**src/rtl/tm1638_slave_emu_if.sv**
```systemverilog
// tm1638_slave_emu_if: TM1638 three-wire bus pins (STB, SCLK, DIO split into in/out/enable)
interface tm1638_slave_emu_if;
   logic STB_i;
   logic SCLK_i;
   logic DIO_i;
   logic DIO_o;
   logic DIO_OE_o;
   modport master (output STB_i, output SCLK_i, output DIO_i, input DIO_o, input DIO_OE_o);
   modport slave (input STB_i, input SCLK_i, input DIO_i, output DIO_o, output DIO_OE_o);
endinterface

```
**src/rtl/tm1638_slave_emu.sv**
```systemverilog
// tm1638_slave_emu: chip-side TM1638 responder holding display RAM and control state,
// returning a snapshotted 32-bit key scan on read commands.
module tm1638_slave_emu #(
   parameter int C_SYNC_N = 2
) (
   input  logic                CK_i,
   input  logic                RST_i,
   tm1638_slave_emu_if.slave   bus,
   input  logic [31:0]         KEY_SCAN_i,
   output logic [127:0]        DISP_RAM_o,
   output logic                DISP_ON_o,
   output logic [2:0]          BRIGHT_o,
   output logic                WR_STB_o,
   output logic [3:0]          WR_ADR_o,
   output logic                KEY_RD_o,
   output logic                FRAME_ERR_o
);
   typedef enum logic [2:0] {IDLE, CMD, WDATA, RDATA, IGNORE} state_t;
   state_t state_q, state_d;
   logic [C_SYNC_N-1:0] stb_sync_q, sclk_sync_q, dio_sync_q, vld_q;
   logic stb_h_q, sclk_h_q, armed_q;
   logic stb_s, sclk_s, dio_s, stb_rise, stb_fall, sclk_rise, sclk_fall;
   logic [7:0] rx_byte;
   logic [2:0] bit_cnt_q, bit_cnt_d;
   logic [6:0] shift_q, shift_d;
   logic [3:0] adr_q, adr_d, wr_adr_q, wr_adr_d;
   logic fixed_q, fixed_d, disp_on_q, disp_on_d;
   logic [2:0] bright_q, bright_d;
   logic [127:0] ram_q, ram_d;
   logic [31:0] snap_q, snap_d;
   logic [5:0] rd_cnt_q, rd_cnt_d;
   logic dio_q, dio_d, dio_oe_q, dio_oe_d;
   logic wr_stb_q, wr_stb_d, key_rd_q, key_rd_d, frame_err_q, frame_err_d;

   assign stb_s = stb_sync_q[C_SYNC_N-1];
   assign sclk_s = sclk_sync_q[C_SYNC_N-1];
   assign dio_s = dio_sync_q[C_SYNC_N-1];
   assign stb_rise = ~stb_h_q & stb_s;
   assign stb_fall = stb_h_q & ~stb_s;
   assign sclk_rise = ~sclk_h_q & sclk_s & ~stb_s;
   assign sclk_fall = sclk_h_q & ~sclk_s & ~stb_s;
   assign rx_byte = {dio_s, shift_q};

   // armed_q blocks a frame until STB has been genuinely sampled high after reset
   always_ff @(posedge CK_i) begin
      if (RST_i) begin
         stb_sync_q <= '1;
         sclk_sync_q <= '1;
         dio_sync_q <= '1;
         vld_q <= '0;
         stb_h_q <= 1'b1;
         sclk_h_q <= 1'b1;
         armed_q <= 1'b0;
      end else begin
         stb_sync_q <= {stb_sync_q[C_SYNC_N-2:0], bus.STB_i};
         sclk_sync_q <= {sclk_sync_q[C_SYNC_N-2:0], bus.SCLK_i};
         dio_sync_q <= {dio_sync_q[C_SYNC_N-2:0], bus.DIO_i};
         vld_q <= {vld_q[C_SYNC_N-2:0], 1'b1};
         stb_h_q <= stb_s;
         sclk_h_q <= sclk_s;
         armed_q <= armed_q | (vld_q[C_SYNC_N-1] & stb_s);
      end
   end

   always_ff @(posedge CK_i) begin
      if (RST_i) begin
         state_q <= IDLE;
         bit_cnt_q <= '0;
         shift_q <= '0;
         adr_q <= '0;
         fixed_q <= 1'b0;
         disp_on_q <= 1'b0;
         bright_q <= '0;
         ram_q <= '0;
         snap_q <= '0;
         rd_cnt_q <= '0;
         dio_q <= 1'b0;
         dio_oe_q <= 1'b0;
         wr_stb_q <= 1'b0;
         wr_adr_q <= '0;
         key_rd_q <= 1'b0;
         frame_err_q <= 1'b0;
      end else begin
         state_q <= state_d;
         bit_cnt_q <= bit_cnt_d;
         shift_q <= shift_d;
         adr_q <= adr_d;
         fixed_q <= fixed_d;
         disp_on_q <= disp_on_d;
         bright_q <= bright_d;
         ram_q <= ram_d;
         snap_q <= snap_d;
         rd_cnt_q <= rd_cnt_d;
         dio_q <= dio_d;
         dio_oe_q <= dio_oe_d;
         wr_stb_q <= wr_stb_d;
         wr_adr_q <= wr_adr_d;
         key_rd_q <= key_rd_d;
         frame_err_q <= frame_err_d;
      end
   end

   always_comb begin
      state_d = state_q;
      bit_cnt_d = bit_cnt_q;
      shift_d = shift_q;
      adr_d = adr_q;
      fixed_d = fixed_q;
      disp_on_d = disp_on_q;
      bright_d = bright_q;
      ram_d = ram_q;
      snap_d = snap_q;
      rd_cnt_d = rd_cnt_q;
      dio_d = dio_q;
      dio_oe_d = dio_oe_q;
      wr_stb_d = 1'b0;
      wr_adr_d = wr_adr_q;
      key_rd_d = 1'b0;
      frame_err_d = 1'b0;
      if (stb_rise) begin
         state_d = IDLE;
         dio_d = 1'b0;
         dio_oe_d = 1'b0;
         frame_err_d = |bit_cnt_q;
         bit_cnt_d = '0;
      end else begin
         case (state_q)
            IDLE: if (stb_fall && armed_q) begin
               state_d = CMD;
               bit_cnt_d = '0;
            end
            CMD: if (sclk_rise) begin
               shift_d = rx_byte[7:1];
               bit_cnt_d = bit_cnt_q + 3'd1;
               if (&bit_cnt_q) begin
                  state_d = IGNORE;
                  if (rx_byte[7:6] == 2'b01) begin
                     fixed_d = rx_byte[2];
                     if (rx_byte[1]) begin
                        state_d = RDATA;
                        snap_d = KEY_SCAN_i;
                        key_rd_d = 1'b1;
                        rd_cnt_d = '0;
                     end
                  end else if (rx_byte[7:6] == 2'b10) begin
                     disp_on_d = rx_byte[3];
                     bright_d = rx_byte[2:0];
                  end else if (rx_byte[7]) begin
                     adr_d = rx_byte[3:0];
                     state_d = WDATA;
                  end
               end
            end
            WDATA: if (sclk_rise) begin
               shift_d = rx_byte[7:1];
               bit_cnt_d = bit_cnt_q + 3'd1;
               if (&bit_cnt_q) begin
                  ram_d[{adr_q, 3'b000} +: 8] = rx_byte;
                  wr_stb_d = 1'b1;
                  wr_adr_d = adr_q;
                  adr_d = fixed_q ? adr_q : adr_q + 4'd1;
               end
            end
            // rd_cnt_q saturates at 32 so the line reads 0 beyond the snapshot
            RDATA: begin
               if (sclk_rise) begin
                  bit_cnt_d = bit_cnt_q + 3'd1;
                  rd_cnt_d = rd_cnt_q + {5'd0, ~rd_cnt_q[5]};
               end
               if (sclk_fall) begin
                  dio_oe_d = 1'b1;
                  dio_d = ~rd_cnt_q[5] & snap_q[rd_cnt_q[4:0]];
               end
            end
            default: ;
         endcase
      end
   end

   assign bus.DIO_o = dio_q;
   assign bus.DIO_OE_o = dio_oe_q;
   assign DISP_RAM_o = ram_q;
   assign DISP_ON_o = disp_on_q;
   assign BRIGHT_o = bright_q;
   assign WR_STB_o = wr_stb_q;
   assign WR_ADR_o = wr_adr_q;
   assign KEY_RD_o = key_rd_q;
   assign FRAME_ERR_o = frame_err_q;
endmodule

```
**src/flat_wrapper.sv**
```systemverilog
// flat-port wrapper written by rule: the top's interface ports become plain ports
module tm1638_slave_emu_flat 
#(
   parameter int C_SYNC_N = 2
)
  (CK_i, RST_i, KEY_SCAN_i, DISP_RAM_o, DISP_ON_o, BRIGHT_o, WR_STB_o, WR_ADR_o, KEY_RD_o, FRAME_ERR_o, bus_STB_i, bus_SCLK_i, bus_DIO_i, bus_DIO_o, bus_DIO_OE_o);
  tm1638_slave_emu_if bus_i ();
  input  logic CK_i;
  input  logic RST_i;
  input  logic [31:0] KEY_SCAN_i;
  output logic [127:0] DISP_RAM_o;
  output logic DISP_ON_o;
  output logic [2:0] BRIGHT_o;
  output logic WR_STB_o;
  output logic [3:0] WR_ADR_o;
  output logic KEY_RD_o;
  output logic FRAME_ERR_o;
  input wire logic [$bits(bus_i.STB_i)-1:0] bus_STB_i;
  input wire logic [$bits(bus_i.SCLK_i)-1:0] bus_SCLK_i;
  input wire logic [$bits(bus_i.DIO_i)-1:0] bus_DIO_i;
  output wire logic [$bits(bus_i.DIO_o)-1:0] bus_DIO_o;
  output wire logic [$bits(bus_i.DIO_OE_o)-1:0] bus_DIO_OE_o;
  assign bus_i.STB_i = bus_STB_i;
  assign bus_i.SCLK_i = bus_SCLK_i;
  assign bus_i.DIO_i = bus_DIO_i;
  assign bus_DIO_o = bus_i.DIO_o;
  assign bus_DIO_OE_o = bus_i.DIO_OE_o;
  tm1638_slave_emu #(.C_SYNC_N(C_SYNC_N)) u_core (.CK_i(CK_i), .RST_i(RST_i), .bus(bus_i), .KEY_SCAN_i(KEY_SCAN_i), .DISP_RAM_o(DISP_RAM_o), .DISP_ON_o(DISP_ON_o), .BRIGHT_o(BRIGHT_o), .WR_STB_o(WR_STB_o), .WR_ADR_o(WR_ADR_o), .KEY_RD_o(KEY_RD_o), .FRAME_ERR_o(FRAME_ERR_o));
endmodule
```
**config.mk**
```make
export PLATFORM = sky130hd
export DESIGN_NAME = tm1638_slave_emu_flat
export DESIGN_NICKNAME = d
export VERILOG_FILES = /design/src/rtl/tm1638_slave_emu_if.sv /design/src/rtl/tm1638_slave_emu.sv /design/src/flat_wrapper.sv
export SDC_FILE = /design/constraint.sdc
export NUM_CORES = 1
export LEC_CHECK = 0
export BUFFER_PORTS_ARGS = -buffer_cell sky130_fd_sc_hd__buf_2
export CAP_MARGIN = 20
export CELL_PAD_IN_SITES_DETAIL_PLACEMENT = 0
export CELL_PAD_IN_SITES_GLOBAL_PLACEMENT = 2
export CORE_ASPECT_RATIO = 0.8
export CORE_UTILIZATION = 25
export DETAILED_ROUTE_END_ITERATION = 8
export PLACE_DENSITY = 0.71
export SYNTH_ARGS = -nofsm -noshare
export SYNTH_HDL_FRONTEND = slang
export SYNTH_SLANG_ARGS = --single-unit
```
**constraint.sdc**
```tcl
create_clock -name CK_i -period 2.9 [get_ports CK_i]
set_clock_uncertainty 0.1 [all_clocks]
set_input_delay 0.58 -clock CK_i [delete_from_list [all_inputs] [get_ports CK_i]]
set_output_delay 0.58 -clock CK_i [all_outputs]
set_load 0.005 [all_outputs]
```
### Word-level counts from Yosys, hierarchy flattened

Index checks and enable logic that the tools add are counted.

* bits in registers: 208
* input bits: 37
* output and inout port bits: 141

* $add $sub $neg: 4
* $lt $le $gt $ge: 1
* equal/unequal tests: 18
* shifts and indexed selects: 2
* multiplexer cells: 32
* bitwise operators: 20
* reductions and logical operators: 24

Operators by type and width (number)
* $bwmux 128: 1
* $shift 8x9->128 const A: 1
* $shiftx 8x9->128: 1
* $mux 4: 8
* $mux 6: 5
* $mux 3: 9
* $ne 2x1->1 const B: 10
* $reduce_and 8->1: 2
* $reduce_and 7->1: 2
* $pmux 3 s2: 2
* $pmux 6 s2: 1
* $not 1->1: 11
* $reduce_and 10->1: 1
* $neg 7->9: 1
* $reduce_and 3->1: 3
* $and 1x1->1: 8
* $pmux 4 s2: 1
* $reduce_bool 2->1: 4
* $add 6x1->6: 1
* $eq 3x2->1 const B: 2
* $lt 5x6->1 const B: 1
* $ne 2x2->1 const B: 3
* $reduce_and 6->1: 1
* $reduce_or 2->1: 3
* other kinds (15): 19

### Longest topological paths before layout

Gate-level depths: netlist (run 1).

* depth after elaboration: 6
* gate-level depth with buffers: 8

### Worst setup path after synthesis (run 1)

Ideal clock, no wire load.

* path kind: reg2reg
* start point: register u_core.adr_q[0]
* end point: register u_core.ram_q[85] (netlist: u_core.DISP_RAM_o[85])
* library setup time: 0.132 ns
* data arrival time: 2.244 ns
* slack: 0.424 ns
* cell stages (with the launch flop): 9
* buffers on the path: 2
* period minus slack after synthesis: 2.476 ns
* cells stage by stage: dfxtp_1 > clkbuf_1 > inv_1 > ha_1 > xnor2_1 > nand4_1 > clkbuf_1 > o31ai_1 > a21oi_1

* word-level cells in the longest chain between the ends: 3
* elaborated cells on any way between the ends: 4
* classes of those cells: 1 x add/sub; 2 x shift; 1 x mux

Ends and longest elaborated chain
* start, declared: line tm1638_slave_emu.sv:26 `logic [3:0] adr_q, adr_d, wr_adr_q, wr_adr_d;`
* start signal, assigned: line tm1638_slave_emu.sv:87 `adr_q <= adr_d;`
* $neg 7->9 (*): line tm1638_slave_emu.sv:158 `ram_d[{adr_q, 3'b000} +: 8] = rx_byte;`
* $shiftx 8x9->128 or $shift 8x9->128 (tied branches): line tm1638_slave_emu.sv:158
* $bwmux 128 (*): line tm1638_slave_emu.sv:158
* end signal, assigned: line tm1638_slave_emu.sv:91 `ram_q <= ram_d;`
* end, declared: line tm1638_slave_emu.sv:29 `logic [127:0] ram_q, ram_d;`

Every way passes the cells marked *; elsewhere a longest branch is shown, timed or not.
A chain may end at the register's enable or synchronous reset.

### Worst setup path after layout (run 1)

* start point: register u_core.state_q[1]
* end point: register u_core.ram_q[53] (netlist: u_core.DISP_RAM_o[53])

* word-level cells in the longest chain between the ends: 2

Ends and longest elaborated chain
* start, declared: line tm1638_slave_emu.sv:19 `state_t state_q, state_d;`
* start signal, assigned: line tm1638_slave_emu.sv:84 `state_q <= state_d;`
* $eq 3x2->1: line tm1638_slave_emu.sv:127 `case (state_q)`
* $reduce_and 6->1 (no source line)

Every way passes these cells.

==> results of run 1 <==
==> metal layers <==
layer	global-route usage, %	part of all wire (%)	vias to the layer above
met3	3.667	5.2	38
met2	25.19	44	187
met5	0	0	-
met4	3.873	1.9	0
li1	-	-	4177
met1	24.36	49	4187
==> through the flow <==
| step | area, um2 | hold slack, ns | total power [mW] | cells |
|---|---|---|---|---|
| after floorplan | 9165 | 0.2895 | 2.983 | 1061 |
| after global placement | 10500 | 0.3022 | 3.034 | 1644 |
| after detailed placement | 10500 | 0.3035 | 3.034 | 1644 |
| after CTS | 11300 | 0.1356 | 6.195 | 1686 |
| after global routing | 11300 | 0.1370 | 6.300 | 1686 |
| final | 11300 | 0.1522 | 6.097 | 1686 |
==> cell families after synthesis <==
| kind of cell | after synthesis |
|---|---|
| AOI/OAI and AO/OA | 352 |
| and+or+nand+nor | 315 |
| DFF | 208 |
| buffers and inverters | 135 |
| muxes | 38 |
| adders and majority gates | 9 |
| xor gates and xnor gates | 4 |
==> where the power goes <==
part           internal, mW  switching [mW]  leakage [nW]
Sequential             2.86         0.00634          1.68
Clock                  1.87            1.26         0.396
Combinational        0.0315          0.0671          2.18
==> final cells by class <==
type | instances | area (um2)
clock buffer | 32 | 660.6
clock inverter | 10 | 140.1
fill | 3860 | 24690
inverter | 21 | 78.83
multi-input combinational | 718 | 4434
sequential | 208 | 4164
tap | 480 | 600.6
timing repair buffer | 217 | 1226
==> placed cells by master, fill, tap and decap left out, drive strengths merged, types with 8 or more instances in the layout <==
cell	instances
buf	217
dfxtp	208
a21oi	164
o21ai	93
nand3	89
nand4	71
o31ai	69
nand2	40
mux2i	32
clkbuf	32
nor2	29
inv	20
nor3	19
or2	12
and3	9
ha	9
clkinv	8
==> worst paths after layout <==
path / to / startpoint / depth (start not counted)
max reg2reg: u_core.DISP_RAM_o[53]$_SDFFE_PP0P_ / u_core.state_q[1]$_SDFFE_PP0P_ / 5
max: u_core.DISP_RAM_o[53]$_SDFFE_PP0P_ / u_core.state_q[1]$_SDFFE_PP0P_ / 5
min: u_core.stb_sync_q[0]$_SDFF_PP1_ / bus_STB_i / 2
min reg2reg: u_core.dio_sync_q[1]$_SDFF_PP1_ / u_core.dio_sync_q[0]$_SDFF_PP1_ / 1
==> flip-flops by register name, indices dropped and copies added (netlist names), 2 cells and up <==
name                cells
u_core.dio_sync_q       2
u_core.BRIGHT_o         3
u_core.adr_q            4
u_core.stb_sync_q       2
u_core.WR_ADR_o         4
u_core.state_q          3
u_core.rd_cnt_q         6
u_core.vld_q            2
u_core.bit_cnt_q        3
u_core.DISP_RAM_o     128
u_core.shift_q          7
u_core.sclk_sync_q      2
u_core.snap_q          32
==> worst register-to-register path, cell delays in order (launching register included) <==
cell,delay [ns]
dfxtp_1,0.55
or3b_1,0.58
nor4_4,0.54
buf_4,0.36
nand3_1,0.11
a21oi_1,0.17
==> flow_summary.ini, run 1 <==
[route]
routedWlPerCell_um = 19.08
ant_nets = 0
detail_route.vias_per_cell = 5.094
vias_post_dr = 8589
sum_of_routed_wire_length_over_all_layers_mm = 32.17
drc = 0
firstDrtPassIters = 5
drt_first_iter_violations = 567

[global_route]
grt.total_usage_pct = 16.80
grt_max_degree = 114
grt-ovfl-total = 0
grt_first_pass_wirelength_mm = 50.00
first_global_vias = 8369
antenna_found_initial = 0

[clock_network]
clock_sink_count = 208
ctsRootBufferMaster = clkbuf_16
clkLatencyLatePin_ns = 0.54
cts_buffers = 24
longest_clk_path_bufs = 3
hold_buffers = 0
clock_input_transition_at_the_sequential_cells_of_the_worst_setup_and_hold_paths_ns = 0.06
tritoncts = yes
post_cts_buffers = 0
htree_num_levels = 1
post_cts_resize_count = 0

[yosys]
postSynthCellCount = 1061
complex_gate_fraction_of_the_synthesized_area_pct = 22.24
synthTopCellsByCount = 208 x dfxtp_1, 164 x a21oi_1, 91 x o21ai_0
yosys-mux-area-fraction_pct = 4.969
largest_family_of_logic_cells_by_synthesized_area = compound AO/OA/AOI/OAI gates
syn_area_um2 = 9165
ys_seq_area_share_pct = 45.43
yosysUniqueCellTypes = 65
synth-edff-count = 0
syn_avg_cell_area_um2 = 8.638
synth_top_area_share_pct = 45.43
asyncSetResetFlopFracSynth_pct = 0
synthSimpleGateAreaFrac_pct = 19.21
syn-num-nets = 1107
dominantRegCellSynth = dfxtp_1
yosys.area_share.xor_xnor_pct = 0.4642
synth_largest_area_cell = dfxtp_1
synthTopCellsByArea = dfxtp_1 45%, a21oi_1 9.0%, o31ai_1 5.6%
most_used_standard_cell_by_instance_count_after_synthesis = dfxtp_1
synthAdderAreaFrac_pct = 1.229
register_bit_total_from_synthesis = 208
yosysWarningCount = 0

[floorplan]
die_area_um2 = 37440
die_y_um = 173.3
ios = 178
floorplan.core_area_um2 = 35990
die_span_in_x_um = 216.1
num_rows = 62
start_util_pct = 25.46

[setup_path]
cp_slowest_cell = or3b_1
reg2reg_slack_ns = 0.41
path_max_fanout = 23
setup.worst_path.start_class = register
crit_buf_inv = 1
critical_path.cell_chain = or3b_1, nor4_4, buf_4, nand3_1, a21oi_1
category_of_the_critical_setup_timing_path = register to register
critical_path.top_delay_family = simple AND/OR/NAND/NOR gates
crit_path_end_kind = register
cp_slowest_stage_delay_ns = 0.58
required_ns = 3.26
worstPathArrival_ns = 2.85

[power]
worst_ir_drop_vdd_mv = 0.3512
power.static_leakage_nw = 4.257
power_per_cell_area_nw_per_um2 = 539.3

[placed_design]
port_buffers = 177
place.detailed.hpwl_mm = 21.26
gp_routability_congestion = 0.8064
dp_worst_setup_slack_ns = 0.4171

[timing]
max-slew-margin-rel_pct = 29.49
finalHoldViolCount = 0
fmax_mhz = 401.7
final_min_period_over_clock_period_pct = 85.85
worst_slew_pin_slew_ns = 1.056
rsz0062_at_grt = false
final-setup-viol-count = 0
finalWorstPathRequiredPeriod_ns = 2.490
timing_max_transition_violations_final = 0
worst_slack_ns = 0.4104
finalSetupTns_ns = 0

[run]
cap_viol_max_count = 0

[final_layout]
layout.nets = 1236
area.growth.synth_to_final_pct = 23.34
count_of_antenna_diodes_in_the_layout = 0
fin_util_pct = 31.41
proportion_of_layout_cells_with_a_drive_suffix_above_1_pct = 24.05

[hold_path]
worst_hold_path_type = input port to register

[status]
status = finished clean
Power figures use the tool's default switching activity.
==> inputs of run 2 (changes only) <==
Settings changed: CORE_UTILIZATION 25 to 33, PLACE_DENSITY 0.71 to 0.88.
==> run 2 against run 1 <==
- via count barely moved
- routed wire length decreased by 8.9%
- final cell count fell by 7.2%
- flip-flop and latch count is the same
- the flow now finishes with violations (DRC)
- non-clock buffer count shrank 1
- global-route usage grew 3.0 points
- sequential power hardly changed
- largest power group is now registers
- total power is 5.4% lower
==> flow_summary.ini, run 2 (same netlist as run 1, synthesis figures left out) <==
[clock_network]
tritoncts = yes
cts_buffers = 23
post_cts_buffers = 0
clkLatencyLatePin_ns = 0.52
ctsRootBufferMaster = clkbuf_16
longest_clk_path_bufs = 3
clock_input_transition_at_the_sequential_cells_of_the_worst_setup_and_hold_paths_ns = 0.06
clock_sink_count = 208
post_cts_resize_count = 0
hold_buffers = 0
htree_num_levels = 1

[floorplan]
die_y_um = 151.1
start_util_pct = 33.58
die_span_in_x_um = 188.3
die_area_um2 = 28450
floorplan.core_area_um2 = 27300
num_rows = 54
ios = 178

[final_layout]
area.growth.synth_to_final_pct = 20.59
fillerInstances = 2818
layout.nets = 1234
proportion_of_layout_cells_with_a_drive_suffix_above_1_pct = 23.81
final_common_cell = dfxtp_1
count_of_antenna_diodes_in_the_layout = 0
largest_reg_flops = 128
layout.cells.most_common_list = 208 x dfxtp_1, 176 x buf_2, 164 x a21oi_1

[power]
fin_total_pwr_mw = 5.768
power.static_leakage_nw = 4.211
worst_ir_drop_vdd_mv = 0.3977
power_per_cell_area_nw_per_um2 = 521.9

[setup_path]
cp_slowest_cell = or3b_1
worstPathArrival_ns = 2.81
setup.worst_path.start_class = register
crit_buf_inv = 0
path_max_fanout = 14
cp_slowest_stage_delay_ns = 0.59
critical_path.top_delay_family = simple AND/OR/NAND/NOR gates
critical_path.cell_chain = or3b_1, nor4_4, nand3_2, mux2i_1
required_ns = 3.24
crit_path_end_kind = register
category_of_the_critical_setup_timing_path = register to register

[timing]
fmax_mhz = 406.0
max-slew-margin-rel_pct = 30.42
finalWorstPathRequiredPeriod_ns = 2.463
final-setup-viol-count = 0
timing_max_transition_violations_final = 0
finalHoldViolCount = 0
rsz0062_at_grt = false
finalSetupTns_ns = 0
worst_slew_pin_slew_ns = 1.043
final_min_period_over_clock_period_pct = 84.94

[run]
cap_viol_max_count = 0

[placed_design]
place.detailed.hpwl_mm = 19.01
port_buffers = 177
gp_routability_congestion = 0.8040

[route]
routedWlPerCell_um = 18.73
drt_first_iter_violations = 684
detail_route.vias_per_cell = 5.491
vias_post_dr = 8593
drc = 2
ant_nets = 0
firstDrtPassIters = 9
sum_of_routed_wire_length_over_all_layers_mm = 29.32

[hold_path]
worst_hold_path_type = input port to register

[status]
violations = DRC
status = finished, violations left

[global_route]
first_global_vias = 7773
grt_max_degree = 134
grt.total_usage_pct = 19.83
antenna_found_initial = 0
grt-ovfl-total = 0
grt_first_pass_wirelength_mm = 45.10
run 2: cell count changes in the layout (fill, tap and decap cells not counted):
cell,delta
bufinv_16,-2
buf_4,-1
clkbuf_1,-1
clkbuf_16,-1
clkinv_2,+1
clkinv_4,-1
clkinv_8,-1
inv_6,+1
run 2: area by class of cell:
cell class / count / area [um2] / area share, %
multi-input cells: 718 / 4434 / 40.12
flip-flops and latches: 208 / 4164 / 37.68
repair buffers: 216 / 1219 / 11.03
clock buffers: 30 / 631.9 / 5.717
well taps: 364 / 455.4 / 4.121
inverters: 21 / 78.83 / 0.7132
clock inverters: 8 / 68.82 / 0.6227
run 2: worst register-to-register path, delay by kind of cell (launching register included):
kind             cells  cell delay (ns)
flip-flops           1             0.58
multiplexers         1             0.27
AND/OR/NAND/NOR      3             1.46
run 2: metal layers:
| metal | vias up | wire length (um) | global-route usage, % |
|---|---|---|---|
| met2 | 279 | 12280 | 28.23 |
| met5 | - | 0 | 0 |
| met1 | 4114 | 14350 | 29.79 |
| met4 | 0 | 526 | 4.758 |
| met3 | 34 | 2162 | 4.541 |
| li1 | 4166 | - | - |
run 2: power breakdown:
part	switching, mW	internal [mW]
logic	0.0645	0.0319
registers	0.00663	2.86
clock network	1.19	1.61
total	1.26	4.51
run 2: final timing paths:
check             cells after the start                             start                                  to  slack, ns
hold reg to reg                       1  u_core.sclk_sync_q[0]$_SDFF_PP1_    u_core.sclk_sync_q[1]$_SDFF_PP1_       0.31
hold / removal                        2                         bus_STB_i     u_core.stb_sync_q[0]$_SDFF_PP1_       0.16
setup reg to reg                      4    u_core.state_q[1]$_SDFFE_PP0P_  u_core.DISP_RAM_o[57]$_SDFFE_PP0P_       0.44
setup / recovery                      4    u_core.state_q[1]$_SDFFE_PP0P_  u_core.DISP_RAM_o[57]$_SDFFE_PP0P_       0.44
run 2: stage by stage:
| step | hold slack, ns | std cells | setup WS [ns] | utilization, % | cell area [um2] |
|---|---|---|---|---|---|
| final | 0.1557 | 1565 | 0.4367 | 40.49 | 11050 |
| after global routing | 0.1409 | 1565 | 0.2627 | 40.49 | 11050 |
| after CTS | 0.1345 | 1564 | 0.4218 | 40.46 | 11040 |
| after detailed placement | 0.2980 | 1526 | 0.4298 | 37.89 | 10340 |
| after global placement | 0.2993 | 1526 | 0.5007 | 37.89 | 10340 |
| after floorplan | 0.2895 | 1061 | 0.4241 | - | 9165 |
